--- src/rtl/pipe_stage_chain_if.sv ---
// pipe_stage_chain_if
// Entry/exit handshake bundle for pipe_stage_chain.
//   in_valid/in_ready/in_data/in_rd/in_we       : entry offered to stage 0
//   out_valid/out_ready/out_data/out_rd/out_we  : entry leaving the oldest stage
// master : producer/consumer side (decode feeding in, writeback taking out)
// slave  : the pipeline chain itself
interface pipe_stage_chain_if #(
  parameter int WIDTH = 32,
  parameter int RIDX  = 5
);
  logic             in_valid;
  logic             in_ready;
  logic [WIDTH-1:0] in_data;
  logic [RIDX-1:0]  in_rd;
  logic             in_we;
  logic             out_valid;
  logic             out_ready;
  logic [WIDTH-1:0] out_data;
  logic [RIDX-1:0]  out_rd;
  logic             out_we;

  modport master (
    output in_valid, in_data, in_rd, in_we, out_ready,
    input  in_ready, out_valid, out_data, out_rd, out_we
  );

  modport slave (
    input  in_valid, in_data, in_rd, in_we, out_ready,
    output in_ready, out_valid, out_data, out_rd, out_we
  );
endinterface

--- src/rtl/pipe_stage_chain.sv ---
// pipe_stage_chain
// Elastic DEPTH-stage register chain carrying a WIDTH-bit payload plus a
// destination-register tag and write enable. Stage 0 is youngest, stage
// DEPTH-1 oldest. Supports global stall, partial flush of the youngest
// stages, bubble collapse and two register-forwarding lookups.
// Optional feature: define PIPE_STAGE_PERF_EN to build the saturating
// stall-cycle and killed-entry counters; otherwise both read as 0.
// Ports:
//   clk, rst_n          clock, synchronous active-low reset
//   bus (slave)         entry/exit handshake bundle
//   stall_i             global hold, nothing moves
//   flush_i, flush_cnt  kill the youngest flush_cnt stages (wins over stall)
//   fwd_rs1/2           forwarding query indices
//   fwd_hit1/2, fwd_data1/2  youngest valid in-flight writer matching query
//   perf_stall, perf_flush   performance counters
module pipe_stage_chain #(
  parameter int WIDTH = 32,
  parameter int DEPTH = 4,
  parameter int RIDX  = 5
) (
  input  logic                       clk,
  input  logic                       rst_n,
  pipe_stage_chain_if.slave          bus,
  input  logic                       stall_i,
  input  logic                       flush_i,
  input  logic [$clog2(DEPTH+1)-1:0] flush_cnt,
  input  logic [RIDX-1:0]            fwd_rs1,
  input  logic [RIDX-1:0]            fwd_rs2,
  output logic                       fwd_hit1,
  output logic                       fwd_hit2,
  output logic [WIDTH-1:0]           fwd_data1,
  output logic [WIDTH-1:0]           fwd_data2,
  output logic [31:0]                perf_stall,
  output logic [31:0]                perf_flush
);
  localparam int CW = $clog2(DEPTH+1);

  logic [DEPTH-1:0] v_q;
  logic [DEPTH-1:0] we_q;
  logic [WIDTH-1:0] data_q [DEPTH];
  logic [RIDX-1:0]  rd_q   [DEPTH];

  logic [DEPTH-1:0] acc;
  logic [DEPTH-1:0] kill;
  logic             move_en;
  logic             in_ready_int;
  logic             in_fire;

  // A stage can load when it, or anything older, has room or the oldest
  // entry leaves: acc[k] = !v[k] | acc[k+1], flattened to avoid a
  // combinational chain through one vector.
  for (genvar k = 0; k < DEPTH; k++) begin : g_stage
    assign acc[k]  = bus.out_ready | ~(&v_q[DEPTH-1:k]);
    assign kill[k] = (CW'(k) < flush_cnt);
  end

  assign move_en      = ~stall_i & ~flush_i;
  assign in_ready_int = rst_n & acc[0] & move_en;
  assign in_fire      = bus.in_valid & in_ready_int;

  assign bus.in_ready  = in_ready_int;
  assign bus.out_valid = rst_n & v_q[DEPTH-1] & move_en;
  assign bus.out_data  = data_q[DEPTH-1];
  assign bus.out_rd    = rd_q[DEPTH-1];
  assign bus.out_we    = we_q[DEPTH-1];

  always_ff @(posedge clk) begin
    if (!rst_n) begin
      v_q  <= '0;
      we_q <= '0;
      for (int k = 0; k < DEPTH; k++) begin
        data_q[k] <= '0;
        rd_q[k]   <= '0;
      end
    end else if (flush_i) begin
      v_q <= v_q & ~kill;
    end else if (!stall_i) begin
      if (acc[0]) begin
        v_q[0] <= in_fire;
        if (in_fire) begin
          data_q[0] <= bus.in_data;
          rd_q[0]   <= bus.in_rd;
          we_q[0]   <= bus.in_we;
        end
      end
      for (int k = 1; k < DEPTH; k++) begin
        if (acc[k]) begin
          v_q[k] <= v_q[k-1];
          // Payload only follows a real entry; a bubble keeps stale data.
          if (v_q[k-1]) begin
            data_q[k] <= data_q[k-1];
            rd_q[k]   <= rd_q[k-1];
            we_q[k]   <= we_q[k-1];
          end
        end
      end
    end
  end

  // Scan oldest to youngest so the youngest match is the one that sticks.
  always_comb begin
    fwd_hit1  = 1'b0;
    fwd_hit2  = 1'b0;
    fwd_data1 = '0;
    fwd_data2 = '0;
    for (int k = DEPTH-1; k >= 0; k--) begin
      if (v_q[k] && we_q[k] && rd_q[k] == fwd_rs1 && fwd_rs1 != '0) begin
        fwd_hit1  = 1'b1;
        fwd_data1 = data_q[k];
      end
      if (v_q[k] && we_q[k] && rd_q[k] == fwd_rs2 && fwd_rs2 != '0) begin
        fwd_hit2  = 1'b1;
        fwd_data2 = data_q[k];
      end
    end
  end

`ifdef PIPE_STAGE_PERF_EN
  logic [31:0]   perf_stall_q;
  logic [31:0]   perf_flush_q;
  logic [CW-1:0] kill_cnt;
  logic [32:0]   flush_sum;

  always_comb begin
    kill_cnt = '0;
    for (int k = 0; k < DEPTH; k++) begin
      if (v_q[k] & kill[k]) kill_cnt = kill_cnt + CW'(1);
    end
  end

  assign flush_sum = {1'b0, perf_flush_q} + 33'(kill_cnt);

  always_ff @(posedge clk) begin
    if (!rst_n) begin
      perf_stall_q <= '0;
      perf_flush_q <= '0;
    end else if (flush_i) begin
      perf_flush_q <= flush_sum[32] ? '1 : flush_sum[31:0];
    end else if (stall_i && perf_stall_q != '1) begin
      perf_stall_q <= perf_stall_q + 32'd1;
    end
  end

  assign perf_stall = perf_stall_q;
  assign perf_flush = perf_flush_q;
`else
  assign perf_stall = '0;
  assign perf_flush = '0;
`endif

endmodule
--- src/flat_wrapper.sv ---
// flat-port wrapper written by rule: the top's interface ports become plain ports
module pipe_stage_chain_flat 
#(
  parameter int WIDTH = 32,
  parameter int DEPTH = 4,
  parameter int RIDX  = 5
)
  (clk, rst_n, stall_i, flush_i, flush_cnt, fwd_rs1, fwd_rs2, fwd_hit1, fwd_hit2, fwd_data1, fwd_data2, perf_stall, perf_flush, bus_in_valid, bus_in_data, bus_in_rd, bus_in_we, bus_out_ready, bus_in_ready, bus_out_valid, bus_out_data, bus_out_rd, bus_out_we);
  pipe_stage_chain_if #(.WIDTH(WIDTH), .RIDX(RIDX)) bus_i ();
  input  logic clk;
  input  logic rst_n;
  input  logic stall_i;
  input  logic flush_i;
  input  logic [$clog2(DEPTH+1)-1:0] flush_cnt;
  input  logic [RIDX-1:0] fwd_rs1;
  input  logic [RIDX-1:0] fwd_rs2;
  output logic fwd_hit1;
  output logic fwd_hit2;
  output logic [WIDTH-1:0] fwd_data1;
  output logic [WIDTH-1:0] fwd_data2;
  output logic [31:0] perf_stall;
  output logic [31:0] perf_flush;
  input wire logic [$bits(bus_i.in_valid)-1:0] bus_in_valid;
  input wire logic [$bits(bus_i.in_data)-1:0] bus_in_data;
  input wire logic [$bits(bus_i.in_rd)-1:0] bus_in_rd;
  input wire logic [$bits(bus_i.in_we)-1:0] bus_in_we;
  input wire logic [$bits(bus_i.out_ready)-1:0] bus_out_ready;
  output wire logic [$bits(bus_i.in_ready)-1:0] bus_in_ready;
  output wire logic [$bits(bus_i.out_valid)-1:0] bus_out_valid;
  output wire logic [$bits(bus_i.out_data)-1:0] bus_out_data;
  output wire logic [$bits(bus_i.out_rd)-1:0] bus_out_rd;
  output wire logic [$bits(bus_i.out_we)-1:0] bus_out_we;
  assign bus_i.in_valid = bus_in_valid;
  assign bus_i.in_data = bus_in_data;
  assign bus_i.in_rd = bus_in_rd;
  assign bus_i.in_we = bus_in_we;
  assign bus_i.out_ready = bus_out_ready;
  assign bus_in_ready = bus_i.in_ready;
  assign bus_out_valid = bus_i.out_valid;
  assign bus_out_data = bus_i.out_data;
  assign bus_out_rd = bus_i.out_rd;
  assign bus_out_we = bus_i.out_we;
  pipe_stage_chain #(.WIDTH(WIDTH), .DEPTH(DEPTH), .RIDX(RIDX)) u_core (.clk(clk), .rst_n(rst_n), .bus(bus_i), .stall_i(stall_i), .flush_i(flush_i), .flush_cnt(flush_cnt), .fwd_rs1(fwd_rs1), .fwd_rs2(fwd_rs2), .fwd_hit1(fwd_hit1), .fwd_hit2(fwd_hit2), .fwd_data1(fwd_data1), .fwd_data2(fwd_data2), .perf_stall(perf_stall), .perf_flush(perf_flush));
endmodule
--- config.mk ---
export PLATFORM = sky130hd
export DESIGN_NAME = pipe_stage_chain_flat
export DESIGN_NICKNAME = d
export VERILOG_FILES = /design/src/rtl/pipe_stage_chain_if.sv /design/src/rtl/pipe_stage_chain.sv /design/src/flat_wrapper.sv
export SDC_FILE = /design/constraint.sdc
export NUM_CORES = 1
export LEC_CHECK = 0
export CORE_MARGIN = 2
export CORE_UTILIZATION = 46
export CTS_BUF_LIST = sky130_fd_sc_hd__clkbuf_8 sky130_fd_sc_hd__clkbuf_16
export DETAILED_ROUTE_END_ITERATION = 8
export PLACE_DENSITY = 0.84
export SETUP_SLACK_MARGIN = 0.5
export SLEW_MARGIN = 25
export SYNTH_ARGS = -nofsm -noshare
export SYNTH_HDL_FRONTEND = slang
export SYNTH_SLANG_ARGS = --single-unit
--- constraint.sdc ---
create_clock -name clk -period 4.1 [get_ports clk]
set_input_delay 0.41 -clock clk [delete_from_list [all_inputs] [get_ports clk]]
set_output_delay 0.41 -clock clk [all_outputs]
set_load 0.01 [all_outputs]
After elaboration in Yosys (flattened, before gate mapping)
Memories as Yosys holds them, arrays and structs flattened. Cells that the tools add are included.

Bits in registers: 8. Memory bits (writable): 148. Input port bits: 57. Output and inout bits: 170. Logic and storage cells: 141. Memories kept: 2.

Order comparisons: 4. Equality and inequality tests: 9. Mux-type cells: 55. Bitwise operators: 26. Reductions and logical operators: 37.

Memory list: u_core.data_q (depth 4, width 32, read ports 4, clocked after memory_dff 0, wr ports 4, line pipe_stage_chain.sv:40) `logic [WIDTH-1:0] data_q [DEPTH];`; u_core.rd_q (depth 4, width 5, read ports 4, clocked after memory_dff 0, wr ports 4, line pipe_stage_chain.sv:41) `logic [RIDX-1:0] rd_q [DEPTH];`.

Operators with widths (number): 32-bit two-way mux (12); 5-bit equality test (8); 1-bit two-way mux (37); 1-bit logical AND (20); 5-bit two-way mux (4); 4-bit AND reduction (5); 1-bit bitwise OR (12); 2-bit AND reduction (5); 5-bit nonzero test (2); 4-bit two-way mux (2); 2-bit nonzero test (4); 1-bit AND (6); 1-bit by 3-bit < comparator with 1-bit output, first input constant (2); 2-bit by 3-bit < comparator with 1-bit output, first input constant (2); 1-bit inverter (6); 4-bit AND (1); 4-bit inverter (1); 3-bit AND reduction (1); 2-bit by 1-bit != test with 1-bit output, second input constant (1).

Logic depth before layout (Yosys ltp)
Word-level depth: 13. Gate-level depth with buffers: 9.

Least setup slack after synthesis
OpenSTA, ideal clock, no wires.

Path type: input-to-reg. From: input port flush_i. To: memory u_core.data_q[1][0], in the netlist u_core.data_q[0][32] (enable). Arrival: 3451 ps. Setup slack: 165 ps. Cell stages on the path: 3. Buffers on the path: 0. Cells stage by stage: nor2_1 > nand2_1 > o21ai_0.

RTL lines: start: declaration (line flat_wrapper.sv:13) `input logic flush_i;`; end: declaration (line pipe_stage_chain.sv:40).

Worst setup path in the final report
From: input port fwd_rs2[1]. To: output port fwd_data2[0].

Longest elaborated chain between the ends: 7.

RTL lines: start: declaration (line flat_wrapper.sv:16) `input logic [RIDX-1:0] fwd_rs2;`; 5-bit equality test (line pipe_stage_chain.sv:111) `if (v_q[k] && we_q[k] && rd_q[k] == fwd_rs2 && fwd_rs2 != '0) begin`; 1-bit logical AND (2 in a row) (line pipe_stage_chain.sv:111); 32-bit two-way mux (3 in a row) (line pipe_stage_chain.sv:111); 32-bit two-way mux (*) (line pipe_stage_chain.sv:111); end: declaration (line flat_wrapper.sv:20) `output logic [WIDTH-1:0] fwd_data2;`.

Mark *: on every way between the ends. The rest lies on a longest branch, timed or not.

==> impl_metrics.ini <==
[outcome]
status = complete, no violations

[yosys]
synth_top_area_cell = edfxtp_1
syn-cell-area_um2 = 9336
dominantRegCellSynth = edfxtp_1
avgSynthCellArea_um2 = 9.996
ys_seq_elements = 156
syn-instance-count = 934
ys_warn_count = 0
synth_common_cells = and2_1 (148), edfxtp_1 (148), buf_4 (111), nand2_1 (89), nand3_1 (60)
yosysSeqAreaShare_pct = 49.32
synth_edf_count = 148
synthArstFlopShare_pct = 0
ys_top_cells_by_area = edfxtp_1 (48%), and2_1 (9.9%), buf_4 (8.9%)
synth.distinct_cells = 49
yosysTopAreaCellShare_pct = 47.60

[timing]
period_share_pct = 85.08
final_max_slew_viol_count = 0
hold_violations = 0
worst_clock_skew_ps = 5.953
max_slew_margin_pct = 38.85
tns_ps = 0
max_freq_ghz = 0.2867
fin_crit_ps = 3488
setup_viol = 0
rsz0062_at_grt = false
worstMarginPinSlew_ps = 908.8
hold_slack_ps = 483.5

[cells_and_area]
stdcell_area_um2 = 11330
layout.nets = 1089
layout-drive-gt1-share_pct = 8.046
diodes = 0
area_delta_synth_final_pct = 21.40
fill_cells = 1724
final_core_util_pct = 56.38

[place]
dp_hpwl_um = 16300
place_area_um2 = 10670
gp_congestion = 0.9288
port_buffers = 162

[clock_tree]
cts_buffers = 17
cts_buffer_depth = 2
cts-root-buf = clkbuf_16
tritoncts = done
postCtsHoldBufs = 0
clock_latency_ps = 420
cts_max_level = 4
clock-sinks = 156
path_clk_slew_ps = 60

[power_and_ir_drop]
p_sw_share_pct = 22.09
vdd_drop_max_mv = 0.3118
power_switching_uw = 828.7
comb_power_share_pct = 6.2
p_int_uw = 2923
pwr-share-clk_pct = 43.8
power.leakage_uw = 0.004474
p_per_area_nw_per_um2 = 331.0
seqPwrFrac_pct = 50.0

[route]
first_iter_violations = 853
drtPass1Iterations = 5
antenna_left = 0
drc = 0
vias = 7384
wl_um = 26410
drt-wirelength-per-cell_um = 20.10
viasPerCell = 5.619

[global_route]
grt_max_degree = 66
antenna_found_initial = 0
grtUsageTotal_pct = 24.63
grt_pass1_vias = 7196
grt_first_pass_wirelength_um = 40680
grt-ovfl-total = 0

[setup_path]
worstPathArrival_ps = 3080
cp_slowest_cell = clkdlybuf4s50_1
critical-path-top-delay-family = buffers and inverters
reg2reg_setup_slack_ps = 1650
r2r-start = u_core.v_q[3]
crit_path_max_fanout = 33
required_ps = 3690
setup.worst_path.class = in -> out
path_buf_inv = 3
r2r-end = u_core.data_q[0][13]
cpMostUsedCell = clkdlybuf4s50_1
crit_chain = clkdlybuf4s50_1 -> nor3_1 -> nand2_1 -> and4b_1 -> buf_12 -> nand3_1 -> a31o_2 -> o21ai_1 -> clkdlybuf4s50_1
worstSetupStartpointType = primary input
endpoint_kind = primary output
cpPeakStageDelay_ps = 660
r2r_cells = 6

[die]
initial_core_util_pct = 46.44
placementRows = 52
core_um2 = 20100
dieArea_um2 = 21450
die_w_um = 146.5
die_h_um = 146.5
io_pins = 227

[worst_hold_path]
min-delay-path-class = reg -> reg
holdPathStages = 2
min_from = u_core.we_q[0]
min_to = u_core.we_q[0]

[run]
max_cap_violations = 0
cell usage in the layout (no fill, tap or decap), types with 3 or more instances in the layout:
cell type and instances:
o21ai_1 12, buf_4 17, a21o_1 37, edfxtp_1 148
nand3_1 59, and3_1 3, nor3_1 5, a31oi_1 20
xnor2_1 19, a31o_2 6, nor2_1 48, dlymetal6s2s_1 7
a22o_1 6, a21oi_1 34, xor2_1 15, clkbuf_16 18
inv_1 15, conb_1 64, nand2b_1 4, nand2_1 88
a311oi_1 19, and2_1 148, dfxtp_1 8, buf_12 4
nor2b_1 3, nand4_1 5, o22ai_1 14, bufinv_16 4
o21ai_2 7, clkdlybuf4s50_1 154, o21ai_0 9, nor2_2 3
sequential cells by signal, summed over array words and instances, names as in the netlist:
| signal | count |
|---|---|
| u_core.we_q | 4 |
| u_core.data_q | 128 |
| u_core.v_q | 4 |
| u_core.rd_q | 20 |
timing repair:
item | in CTS | in global routing
endpoints found under the setup margin | 17 | 54
buffers inserted | 1 | 0
gates resized for setup | 3 | 12
pin swaps | 1 | 1
power by group through the flow:
stage / clock [µW] / combinational, µW / sequential, µW
6_report: 1640 / 233 / 1880
5_1_grt: 1720 / 250 / 1880
4_1_cts: 1660 / 232 / 1870
3_5_place_dp: 0 / 231 / 1910
3_3_place_gp: 0 / 228 / 1900
2_1_floorplan: 0 / 181 / 1880
kinds of logic after synthesis:
family / count (synthesis) / share of synthesized area, %
other: 1 / 0.04017
DFF: 156 / 49.32
xor gates and xnor gates: 34 / 3.190
AOI/OAI and AO/OA: 174 / 12.69
and+or+nand+nor: 388 / 21.90
buffers and inverters: 181 / 12.87
tightest hold or removal path, stage by stage, from the launching register on:
cell and delay, ps:
dfxtp_1 320, nand2_1 50, o21ai_0 60
final cells by class:
type / count / area [µm²] / share of cell area (%)
Sequential cell: 156 / 4604 / 40.62
Multi-Input combinational cell: 660 / 3859 / 34.04
Timing Repair Buffer: 185 / 1884 / 16.62
Clock buffer: 17 / 425.4 / 3.753
Tap cell: 270 / 337.8 / 2.980
Clock inverter: 14 / 178.9 / 1.579
Inverter: 12 / 45.04 / 0.3974
worst max-delay path by stage:
stage | depth (start not counted) | start | slack [ps] | end
3_5_place_dp | 8 | fwd_rs1[0] | 380 | fwd_data1[0]
4_1_cts | 9 | fwd_rs1[2] | 500 | fwd_data1[3]
3_3_place_gp | 8 | fwd_rs1[0] | 440 | fwd_data1[2]
2_1_floorplan | 3 | flush_i | 1180 | u_core.data_q[0][32]
6_report | 9 | fwd_rs2[1] | 610 | fwd_data2[0]
5_1_grt | 9 | fwd_rs2[1] | 500 | fwd_data2[4]
per-layer routing:
metal / global-route usage, % / routed length [µm]
met5: 0 / 0
met4: 10.24 / 757
met3: 5.656 / 2556
met2: 39.36 / 12690
met1: 32.46 / 10410
per-stage QoR:
step | instances | power (µW) | worst slack [ps]
after floorplan | 997 | 2065 | 1178
after global placement | 1282 | 2133 | 439.7
after global routing | 1314 | 3852 | 496.0
after CTS | 1314 | 3768 | 500.5
after detailed placement | 1282 | 2138 | 377.3
final | 1314 | 3752 | 611.6
(Power assumes the default switching activity.)
